### src/rtl/ai_move_engine.sv
`default_nettype none
// ============================================================================
// Module   : ai_move_engine
// Purpose  : Sequential computer player for an N x N tic-tac-toe board.
//            On the computer's turn the board is snapshotted, every line is
//            scanned (one line per clock), and a move is chosen by priority:
//            win, block, centre, corner, free cell. The move is emitted as a
//            one-hot button press held for HOLD cycles.
// Ports    : clk          - system clock
//            reset        - asynchronous active-high reset
//            game_mode    - 1 = single-player game, computer enabled
//            ai_turn      - level, high while it is the computer's turn
//            ai_cells     - CELLS-bit map of computer marks
//            human_cells  - CELLS-bit map of human marks
//            move_valid   - chosen move valid, held HOLD cycles
//            move_onehot  - one-hot press for the chosen cell
//            no_move      - 1-cycle pulse when the board is full
//            busy         - high from scan start until back in IDLE
// Options  : AI_LFSR_FALLBACK_EN - when defined, the last-resort free-cell
//            pick starts from a pseudo-random index taken from a 16-bit LFSR.
// Revision : 1.0 - initial release
// ============================================================================
module ai_move_engine #(
    parameter int N    = 3,
    parameter int HOLD = 1
) (
    input  logic           clk,
    input  logic           reset,
    input  logic           game_mode,
    input  logic           ai_turn,
    input  logic [N*N-1:0] ai_cells,
    input  logic [N*N-1:0] human_cells,
    output logic           move_valid,
    output logic [N*N-1:0] move_onehot,
    output logic           no_move,
    output logic           busy
);

    localparam int c_CELLS  = N * N;
    localparam int c_LINES  = 2 * N + 2;
    localparam int c_LW     = $clog2(c_LINES);
    localparam int c_IW     = $clog2(c_CELLS);
    localparam int c_CW     = $clog2(c_CELLS + 1);
    localparam int c_HW     = (HOLD > 1) ? $clog2(HOLD) : 1;
    localparam int c_CENTER = c_CELLS / 2;
    localparam bit c_ODD    = (N % 2) == 1;

    localparam logic [2:0] c_ST_IDLE     = 3'd0;
    localparam logic [2:0] c_ST_SCAN     = 3'd1;
    localparam logic [2:0] c_ST_PICK     = 3'd2;
    localparam logic [2:0] c_ST_EMIT     = 3'd3;
    localparam logic [2:0] c_ST_WAIT_REL = 3'd4;

    logic [2:0]         r_state;
    logic [c_CELLS-1:0] r_ai;
    logic [c_CELLS-1:0] r_hu;
    logic [c_LW-1:0]    r_line;
    logic [c_HW-1:0]    r_hold;
    logic               r_win_found;
    logic [c_IW-1:0]    r_win_idx;
    logic               r_block_found;
    logic [c_IW-1:0]    r_block_idx;
    logic               r_valid;
    logic [c_CELLS-1:0] r_move_oh;
    logic               r_no_move;
    logic               r_busy;

    // Membership mask of one line. Order: rows, columns, main diagonal,
    // anti-diagonal.
    function automatic logic [c_CELLS-1:0] line_mask(input logic [c_LW-1:0] l);
        logic [c_CELLS-1:0] m;
        int li;
        m  = '0;
        li = int'(l);
        for (int c = 0; c < c_CELLS; c++) begin
            m[c] = ((li < N) && ((c / N) == li)) ||
                   ((li >= N) && (li < 2 * N) && ((c % N) == (li - N))) ||
                   ((li == 2 * N) && ((c / N) == (c % N))) ||
                   ((li == 2 * N + 1) && (((c / N) + (c % N)) == (N - 1)));
        end
        return m;
    endfunction

    // ------------------------------------------------------------------
    // Per-line evaluation of the snapshot
    // ------------------------------------------------------------------
    logic [c_CELLS-1:0] w_mask;
    logic [c_CW-1:0]    w_ai_cnt;
    logic [c_CW-1:0]    w_hu_cnt;
    logic [c_IW-1:0]    w_empty_idx;
    logic               w_empty_ok;
    logic               w_win;
    logic               w_block;

    always_comb begin
        w_mask      = line_mask(r_line);
        w_ai_cnt    = '0;
        w_hu_cnt    = '0;
        w_empty_idx = '0;
        w_empty_ok  = 1'b0;
        for (int c = 0; c < c_CELLS; c++) begin
            if (w_mask[c]) begin
                // A cell carrying both marks counts for both players.
                if (r_ai[c]) w_ai_cnt = w_ai_cnt + c_CW'(1);
                if (r_hu[c]) w_hu_cnt = w_hu_cnt + c_CW'(1);
                if (!r_ai[c] && !r_hu[c] && !w_empty_ok) begin
                    w_empty_idx = c_IW'(c);
                    w_empty_ok  = 1'b1;
                end
            end
        end
        w_win   = (w_ai_cnt == c_CW'(N - 1)) && (w_hu_cnt == '0) && w_empty_ok;
        w_block = (w_hu_cnt == c_CW'(N - 1)) && (w_ai_cnt == '0) && w_empty_ok;
    end

    // ------------------------------------------------------------------
    // Move selection
    // ------------------------------------------------------------------
    logic [c_CELLS-1:0] w_free;
    logic               w_fb_ok;
    logic [c_IW-1:0]    w_fb_idx;
    logic               w_pick_ok;
    logic [c_IW-1:0]    w_pick_idx;
    logic [c_CELLS-1:0] w_pick_oh;

    assign w_free = ~(r_ai | r_hu);

`ifdef AI_LFSR_FALLBACK_EN
    logic [15:0] r_lfsr;

    // Fibonacci LFSR, taps 16,14,13,11; free-running.
    always_ff @(posedge clk or posedge reset) begin
        if (reset) begin
            r_lfsr <= 16'hACE1;
        end else begin
            r_lfsr <= {r_lfsr[14:0], r_lfsr[15] ^ r_lfsr[13] ^ r_lfsr[12] ^ r_lfsr[10]};
        end
    end

    always_comb begin
        logic [c_IW-1:0] w_k;
        int start;
        w_fb_ok  = 1'b0;
        w_fb_idx = '0;
        w_k      = '0;
        start    = int'(r_lfsr) % c_CELLS;
        for (int c = 0; c < c_CELLS; c++) begin
            w_k = c_IW'((start + c) % c_CELLS);
            if (!w_fb_ok && w_free[w_k]) begin
                w_fb_ok  = 1'b1;
                w_fb_idx = w_k;
            end
        end
    end
`else
    always_comb begin
        w_fb_ok  = 1'b0;
        w_fb_idx = '0;
        for (int c = 0; c < c_CELLS; c++) begin
            if (!w_fb_ok && w_free[c]) begin
                w_fb_ok  = 1'b1;
                w_fb_idx = c_IW'(c);
            end
        end
    end
`endif

    always_comb begin
        w_pick_ok  = 1'b1;
        w_pick_idx = '0;
        if (r_win_found) begin
            w_pick_idx = r_win_idx;
        end else if (r_block_found) begin
            w_pick_idx = r_block_idx;
        end else if (c_ODD && w_free[c_CENTER]) begin
            w_pick_idx = c_IW'(c_CENTER);
        end else if (w_free[0]) begin
            w_pick_idx = '0;
        end else if (w_free[N-1]) begin
            w_pick_idx = c_IW'(N - 1);
        end else if (w_free[c_CELLS-N]) begin
            w_pick_idx = c_IW'(c_CELLS - N);
        end else if (w_free[c_CELLS-1]) begin
            w_pick_idx = c_IW'(c_CELLS - 1);
        end else begin
            // Only the fallback remains; it fails only on a full board.
            w_pick_ok  = w_fb_ok;
            w_pick_idx = w_fb_idx;
        end
        w_pick_oh = c_CELLS'(1) << w_pick_idx;
    end

    // ------------------------------------------------------------------
    // Control FSM
    // ------------------------------------------------------------------
    always_ff @(posedge clk or posedge reset) begin
        if (reset) begin
            r_state       <= c_ST_IDLE;
            r_ai          <= '0;
            r_hu          <= '0;
            r_line        <= '0;
            r_hold        <= '0;
            r_win_found   <= 1'b0;
            r_win_idx     <= '0;
            r_block_found <= 1'b0;
            r_block_idx   <= '0;
            r_valid       <= 1'b0;
            r_move_oh     <= '0;
            r_no_move     <= 1'b0;
            r_busy        <= 1'b0;
        end else begin
            r_no_move <= 1'b0;
            case (r_state)
                c_ST_IDLE: begin
                    if (game_mode && ai_turn) begin
                        r_ai          <= ai_cells;
                        r_hu          <= human_cells;
                        r_line        <= '0;
                        r_win_found   <= 1'b0;
                        r_block_found <= 1'b0;
                        r_busy        <= 1'b1;
                        r_state       <= c_ST_SCAN;
                    end
                end
                c_ST_SCAN: begin
                    if (!ai_turn || !game_mode) begin
                        r_busy  <= 1'b0;
                        r_state <= c_ST_IDLE;
                    end else begin
                        // Keep only the first (lowest line index) candidate.
                        if (w_win && !r_win_found) begin
                            r_win_found <= 1'b1;
                            r_win_idx   <= w_empty_idx;
                        end
                        if (w_block && !r_block_found) begin
                            r_block_found <= 1'b1;
                            r_block_idx   <= w_empty_idx;
                        end
                        if (r_line == c_LW'(c_LINES - 1)) begin
                            r_state <= c_ST_PICK;
                        end else begin
                            r_line <= r_line + c_LW'(1);
                        end
                    end
                end
                c_ST_PICK: begin
                    if (!ai_turn || !game_mode) begin
                        r_busy  <= 1'b0;
                        r_state <= c_ST_IDLE;
                    end else if (w_pick_ok) begin
                        r_move_oh <= w_pick_oh;
                        r_valid   <= 1'b1;
                        r_hold    <= c_HW'(HOLD - 1);
                        r_state   <= c_ST_EMIT;
                    end else begin
                        r_no_move <= 1'b1;
                        r_state   <= c_ST_WAIT_REL;
                    end
                end
                c_ST_EMIT: begin
                    // The pulse always runs its full length, even if the
                    // turn is withdrawn meanwhile.
                    if (r_hold == '0) begin
                        r_valid   <= 1'b0;
                        r_move_oh <= '0;
                        r_state   <= c_ST_WAIT_REL;
                    end else begin
                        r_hold <= r_hold - c_HW'(1);
                    end
                end
                c_ST_WAIT_REL: begin
                    if (!ai_turn) begin
                        r_busy  <= 1'b0;
                        r_state <= c_ST_IDLE;
                    end
                end
                default: begin
                    r_valid   <= 1'b0;
                    r_move_oh <= '0;
                    r_busy    <= 1'b0;
                    r_state   <= c_ST_IDLE;
                end
            endcase
        end
    end

    assign move_valid  = r_valid;
    assign move_onehot = r_move_oh;
    assign no_move     = r_no_move;
    assign busy        = r_busy;

endmodule
`default_nettype wire

### config.mk
export PLATFORM = sky130hd
export DESIGN_NAME = ai_move_engine
export DESIGN_NICKNAME = d
export VERILOG_FILES = /design/src/rtl/ai_move_engine.sv
export SDC_FILE = /design/constraint.sdc
export NUM_CORES = 1
export LEC_CHECK = 0
export BUFFER_PORTS_ARGS = -buffer_cell sky130_fd_sc_hd__clkbuf_2
export CAP_MARGIN = 20
export CORE_MARGIN = 5
export CORE_UTILIZATION = 25
export DETAILED_ROUTE_END_ITERATION = 10
export SLEW_MARGIN = 20
export SYNTH_ARGS = -nofsm -noshare
export SYNTH_HDL_FRONTEND = slang
export SYNTH_SLANG_ARGS = --single-unit
### constraint.sdc
create_clock -name clk -period 8.82 [get_ports clk]
set_input_delay 1.323 -clock clk [delete_from_list [all_inputs] [get_ports clk]]
set_output_delay 1.323 -clock clk [all_outputs]
set_load 0.01 [all_outputs]
==> summary.txt, run 1 <==
Setup path
  • RR Endpoint: r_block_idx[2]
  • Reg2Reg Setup Slack: roughly 0.90 ns
  • Slowest stage delay, CP: around 0.61 ns
  • Worst Setup Start Kind: register
  • Path type of the worst setup path: reg2reg
  • Max FO, Critical Path: 8
  • Critical Path RT: ~9.0 ns
  • Arr. time, crit path: slightly above 8 ns
  • CP dominant cell by count: ha_1
  • Critical R2R Launch: r_line[1]
  • R2R depth: 36
  • CP max stage cell: a22oi_1
  • Worst Setup End Kind: register

Detailed routing
  • Post-DR wirelength/cell: about 15 um
  • Detailed-route via count: between 3k and 4k
  • DRT Wirelength: around 9.7 mm
  • Iter 0 DRT Violations: between 200 and 250
  • DRC: 0
  • Final ANT Viol Nets: 0
  • DRT Pass-1 Iters: 4
  • DR vias/cell: 5.02

Hold path
  • Worst min-delay path class: reg2reg
  • Beginning of the worst hold path: move_onehot[5]
  • WHS Path Cells: 2
  • Hold endpoint: move_onehot[5]

Place
  • Dpl hpwl: just under 8 mm
  • Worst slack, placed: about 0.97 ns
  • RePlAce Congestion: between 0.8 and 0.9
  • Placed Cells: 648
  • Port Buffers: 33

Cells and area
  • Most common cell after layout, fill and taps aside: nand2_1
  • Antenna Diode Count: 0
  • # fillers: between 1.5k and 2k
  • Non-Filler Instances: around 660
  • Multi-input logic area: 2540 um2
  • Nets: between 500 and 600
  • Core Util, Final: 28.7%
  • Most frequent cells in the layout: nand2_1 (60), dfrtp_1 (46), nor2_1 (34), clkbuf_2 (33), mux2_2 (25)
  • Register area: ~1200 um2
  • Area growth from synthesis to layout: 12.8%
  • Fraction of layout cells with a size suffix above 1: ~18%

STA
  • Pins Over Slew Limit: 0
  • Max Fclk: 126 MHz
  • RSZ-0062 raised after global routing: false
  • Least-Margin Pin Slew: between 0.9 and 1 ns
  • Final Skew: approximately 0.0047 ns
  • Tcrit/Tclk final: around 90%
  • Setup violators final: 0
  • Final WS setup: ~0.9 ns
  • Rel. slew slack: about 36%
  • Setup TNS: 0 ns
  • Post-layout min period: about 7.9 ns
  • Final Hold Fails: 0

Global routing
  • Total GRT Usage: between 10 and 15%
  • First-pass GRT wire length: between 15 and 20 mm
  • GR Util met2: between 20% and 30%
  • Antenna violations before repair: 0
  • Gr ovfl total: 0
  • Met1 Use GR: 13.4%
  • Met3 GRT Util: 1.39%
  • Vias in the first global route: approximately 3.4k
  • Grt peak-use layer: met2
  • Largest net degree at the start of global routing: 47

Synth
  • EDFF count, synth: 0
  • Synth warn: 0
  • Mapped Area: 3850 um2
  • Synth Flop Type: dfrtp_1
  • FF+latch count, synth: 46
  • Async set-reset flop share out of synthesis: between 90% and 100%
  • Top area cells in the synthesized netlist: dfrtp_1 (30%), ha_1 (7.5%), mux2_2 (7.3%)
  • Sequential share of the synthesized area: 29.9%
  • Largest area contributor in the netlist: dfrtp_1
  • Yosys top cell area share: about 30%
  • Mapped Nets: around 490
  • Avg Cell Area, Syn: slightly below 9 um2
  • Distinct cells, synth: 66
  • Cells after Synth: between 400 and 500

Floorplanning
  • Ports: 34
  • Core Area: between 15,000 and 20,000 um2
  • Initial Utilization: about a quarter
  • # rows: 45
  • Die area: roughly 18,000 um2
  • Die X: 134 um
  • Die height: 134 um

Clock tree
  • H-tree levels: 2
  • # clock sinks: 46
  • Total setup buffers inserted after CTS: 0
  • Clock transition at path regs: approximately 0.07 ns
  • Post-CTS sizing: 0
  • Inserted Clock Buffers: 5
  • TritonCTS clock tree: done
  • Worst-Skew Late Latency: approximately 0.29 ns
  • Hold buffers post-CTS: 0
  • Root Buffer: clkbuf_16
  • Worst-case clock buffer depth: 2

Power and ir drop
  • Pwr per Cell Area: 214 nW/um2
  • Peak supply drop: ~0.000084 V
  • LEAKAGE: between 1.5 and 2 nW

Outcome
  • Run status: finished, final reports clean

Run
  • Max-cap violations: 0
==> cell families after synthesis <==
kind of cell,Yosys count,share of synthesized area [%]
buffers and inverters,36,3.94
XOR/XNOR,37,9.76
multiplexers,33,9.92
adder cells (fa/ha/maj),23,7.48
AO/OA/AOI/OAI,103,18.2
flip-flops,46,29.9
AND/OR/NAND/NOR,165,20.8
==> cell usage after synthesis (3+ instances only) <==
cell / number
o21ai_0: 16
clkbuf_1: 13
a21oi_1: 21
nor2b_1: 7
o211ai_1: 5
a22o_1: 3
mux2_4: 4
a31oi_1: 3
nand3_1: 13
and3_1: 4
nor3_1: 8
and2_1: 8
o31ai_1: 6
nand3b_1: 3
nand4_1: 6
o22ai_1: 7
a21o_1: 3
and3b_1: 4
mux2_2: 25
ha_1: 23
o21a_1: 6
xor2_1: 12
nand2_1: 60
nor2_1: 34
inv_1: 20
a22oi_1: 6
mux2i_1: 4
nand2b_1: 5
dfrtp_1: 46
a211oi_1: 4
xnor2_1: 20
==> worst max-delay path: cells and delay by family, from the launching register on <==
kind | cells | cell delay [ns]
adder cells (fa/ha/maj) | 10 | 2.97
AND/OR/NAND/NOR | 12 | 1.87
AO/OA/AOI/OAI | 8 | 1.62
multiplexers | 2 | 0.60
flip-flops | 1 | 0.45
buffers and inverters | 4 | 0.26
==> worst max path at each step <==
| stage | startpoint | end | slack, ns | cells past startpoint |
|---|---|---|---|---|
| global placement | r_line[1] | r_block_idx[3] | 1.30 | 36 |
| floorplan | r_line[0] | r_block_idx[0] | 1.80 | 37 |
| global route | r_line[1] | r_block_idx[2] | 0.29 | 36 |
| finish | r_line[1] | r_block_idx[2] | 0.90 | 36 |
| detailed placement | r_line[1] | r_block_idx[3] | 0.97 | 36 |
| CTS | r_line[1] | r_block_idx[2] | 0.93 | 36 |
==> power breakdown <==
part	switching [mW]	total, mW	leakage [nW]	internal (mW)
registers	0.0351	0.267	0.597	0.231
clock network	0.0848	0.219	0.0842	0.134
logic	0.253	0.445	1.23	0.191
==> flip-flops by register name, indices dropped and copies added (netlist names) <==
register,cells
r_block_idx,4
r_win_found,1
r_line,3
busy,1
r_state,3
move_onehot,9
no_move,1
r_hu,9
r_win_idx,4
r_block_found,1
r_ai,9
move_valid,1
==> layout make-up <==
| type | instances | share of cell area [%] |
|---|---|---|
| Clock buffer | 5 | 2.88 |
| Clock inverter | 3 | 1.01 |
| Inverter | 20 | 1.76 |
| Multi-Input combinational cell | 361 | 58.6 |
| Sequential cell | 46 | 26.5 |
| Tap cell | 188 | 5.42 |
| Timing Repair Buffer | 33 | 3.81 |
==> layer usage <==
layer  routed length (um)  vias to the layer above
met1                 4320                     1582
li1                     -                     1630
met3                  312                       17
met5                    0                        -
met2                 4800                       66
met4                  240                        0
==> per-stage QoR <==
| step | instance area, um2 | hold WS [ns] | power, mW |
|---|---|---|---|
| after floorplan | 3850 | 0.473 | 0.613 |
| after global placement | 4170 | 0.471 | 0.690 |
| after detailed placement | 4170 | 0.480 | 0.713 |
| after CTS | 4340 | 0.496 | 0.936 |
| after global routing | 4340 | 0.521 | 1.01 |
| final | 4340 | 0.488 | 0.931 |
No activity file was read; power rests on OpenSTA's default activity.
==> run 2: changes to the inputs <==
- CTS_BUF_LIST: not set -> sky130_fd_sc_hd__clkbuf_8
- PLACE_DENSITY: not set -> 0.37
==> run 2 against run 1 <==
Final cell count increased by 0.30%. Utilization down 0.35 points. Clock power is 32% lower. Count of clock-buffer cells in the layout unchanged. Sequential share of layout area is 0.33 points higher. Routed wire length up 14%. Combinational power rose by 1%. Maximum frequency up 2.7%. Critical path type unchanged. Critical endpoint is now r_block_idx[0]. Largest cell class unchanged. Largest power group unchanged.
==> summary.txt, run 2 (synthesis gave the netlist of run 1 again) <==
STA
  • Rel. slew slack: between 40% and 50%
  • Setup TNS: 0 ns
  • Final Skew: approximately 0.015 ns
  • Least-Margin Pin Slew: roughly 0.83 ns
  • RSZ-0062 raised after global routing: false
  • Max Fclk: around 130 MHz
  • Setup violators final: 0
  • Tcrit/Tclk final: 87.4%
  • Pins Over Slew Limit: 0
  • Post-layout min period: a little under 8 ns
  • Final Hold Fails: 0

Floorplanning
  • Die height: 134 um
  • Die area: 18,000 um2
  • Initial Utilization: around 25%
  • Die X: ~130 um
  • # rows: 45
  • Core Area: between 15,000 and 20,000 um2
  • Ports: 34

Hold path
  • WHS Path Cells: 2
  • Hold endpoint: move_onehot[0]
  • Beginning of the worst hold path: move_onehot[0]
  • Worst min-delay path class: reg2reg

Power and ir drop
  • Clock share of power: between 10% and 20%
  • Combinational share of power: between 50 and 60%
  • LEAKAGE: 1.88 nW
  • Peak supply drop: roughly 0.000055 V
  • Net Sw Frac: 44.5%
  • Sequential share of power: slightly above 30%
  • Internal Power: roughly 0.48 mW
  • Sw Pwr: between 0.3 and 0.4 mW
  • Pwr per Cell Area: ~200 nW/um2

Cells and area
  • Area growth from synthesis to layout: 11.5%
  • Most common cell after layout, fill and taps aside: nand2_1
  • Most frequent cells in the layout: nand2_1 (60), dfrtp_1 (46), nor2_1 (34), clkbuf_2 (33), mux2_2 (25)
  • Fraction of layout cells with a size suffix above 1: 17.9%
  • Core Util, Final: between 20% and 30%
  • Nets: around 510
  • Antenna Diode Count: 0
  • # fillers: roughly 1.6k

Clock tree
  • Worst-case clock buffer depth: 2
  • Post-CTS sizing: 0
  • Worst-Skew Late Latency: approximately 0.33 ns
  • Total setup buffers inserted after CTS: 0
  • TritonCTS clock tree: done
  • Clock transition at path regs: between 0.1 and 0.15 ns
  • Inserted Clock Buffers: 5
  • H-tree levels: 2
  • Hold buffers post-CTS: 0
  • Root Buffer: clkbuf_8
  • # clock sinks: between 40 and 50

Detailed routing
  • Post-DR wirelength/cell: between 15 and 20 um
  • DRT Pass-1 Iters: 5
  • Final ANT Viol Nets: 0
  • Iter 0 DRT Violations: around 180
  • DR vias/cell: 4.89
  • Met1 Routed Length: 5.34 mm
  • Detailed-route via count: 3,218
  • Met3 wire length: about 290 um
  • Top sig layer: met4
  • DRC: 0
  • DRT Wirelength: ~11 mm
  • Met2 Wirelength: ~5.3 mm

Setup path
  • Critical Path RT: between 9 and 10 ns
  • Critical R2R Launch: r_line[1]
  • Path type of the worst setup path: reg2reg
  • RR Endpoint: r_block_idx[0]
  • Worst Setup End Kind: register
  • Arr. time, crit path: 7.91 ns
  • Max FO, Critical Path: 7
  • CP max stage cell: dfrtp_1
  • Reg2Reg Setup Slack: between 1 and 1.5 ns
  • Worst Setup Start Kind: register
  • R2R depth: 35
  • CP dominant cell by count: ha_1
  • Slowest stage delay, CP: about 0.46 ns

Outcome
  • Run status: finished, final reports clean

Global routing
  • Antenna violations before repair: 0
  • Gr ovfl total: 0
  • Vias in the first global route: about 3.2k
  • Total GRT Usage: around an eighth
  • First-pass GRT wire length: around 18 mm
  • Largest net degree at the start of global routing: 47

Place
  • Dpl hpwl: about 8.7 mm
  • Port Buffers: 33
  • RePlAce Congestion: about 0.75

Run
  • Max-cap violations: 0
-- run 2: critical path: cells and delay by family, from the launching register on --
family	cells	cell delay, ns
AOI/OAI and AO/OA	7	1.33
xor gates and xnor gates	1	0.18
adders and majority gates	10	2.93
buffers and inverters	2	0.15
DFF	1	0.46
muxes	2	0.63
and+or+nand+nor	13	1.90
-- run 2: power groups by stage --
stage	sequential [mW]	combinational, mW	clock (mW)
5_1_grt	0.273	0.510	0.165
6_report	0.268	0.451	0.148
3_5_place_dp	0.274	0.450	0
3_3_place_gp	0.274	0.446	0
2_1_floorplan	0.252	0.360	0
4_1_cts	0.270	0.454	0.157
-- run 2: worst max-delay path by stage --
stage / startpoint / endpoint / slack [ns]
3_3_place_gp: r_line[1] / r_win_idx[0] / 1.26
3_5_place_dp: r_line[1] / r_block_idx[1] / 1.16
2_1_floorplan: r_line[0] / r_block_idx[0] / 1.80
6_report: r_line[1] / r_block_idx[0] / 1.11
4_1_cts: r_line[1] / r_win_idx[3] / 1.11
5_1_grt: r_line[1] / r_block_idx[1] / 0.63
-- run 2: metrics by stage --
step | power [mW] | cells | cell area, um2 | hold WS [ns] | worst slack [ns]
2_1_floorplan | 0.613 | 443 | 3850 | 0.473 | 1.80
3_3_place_gp | 0.720 | 649 | 4180 | 0.466 | 1.26
3_5_place_dp | 0.724 | 650 | 4200 | 0.473 | 1.16
4_1_cts | 0.881 | 658 | 4290 | 0.499 | 1.11
5_1_grt | 0.948 | 658 | 4290 | 0.531 | 0.626
6_report | 0.868 | 658 | 4290 | 0.491 | 1.11
-- run 2: final cells by class --
cell class | count | area, um2 | share of cell area (%)
timing repair buffer | 35 | 188 | 4.38
multi-input combinational | 361 | 2540 | 59.3
inverter | 20 | 77.6 | 1.81
tap | 188 | 235 | 5.49
clock inverter | 3 | 23.8 | 0.554
sequential | 46 | 1150 | 26.8
clock buffer | 5 | 68.8 | 1.60
-- run 2: metal layers --
metal | GRT usage, % | vias up
li1 | - | 1631
met1 | 17.3 | 1532
met2 | 21.3 | 49
met3 | 1.61 | 6
met4 | 3.05 | 0
met5 | 0 | -
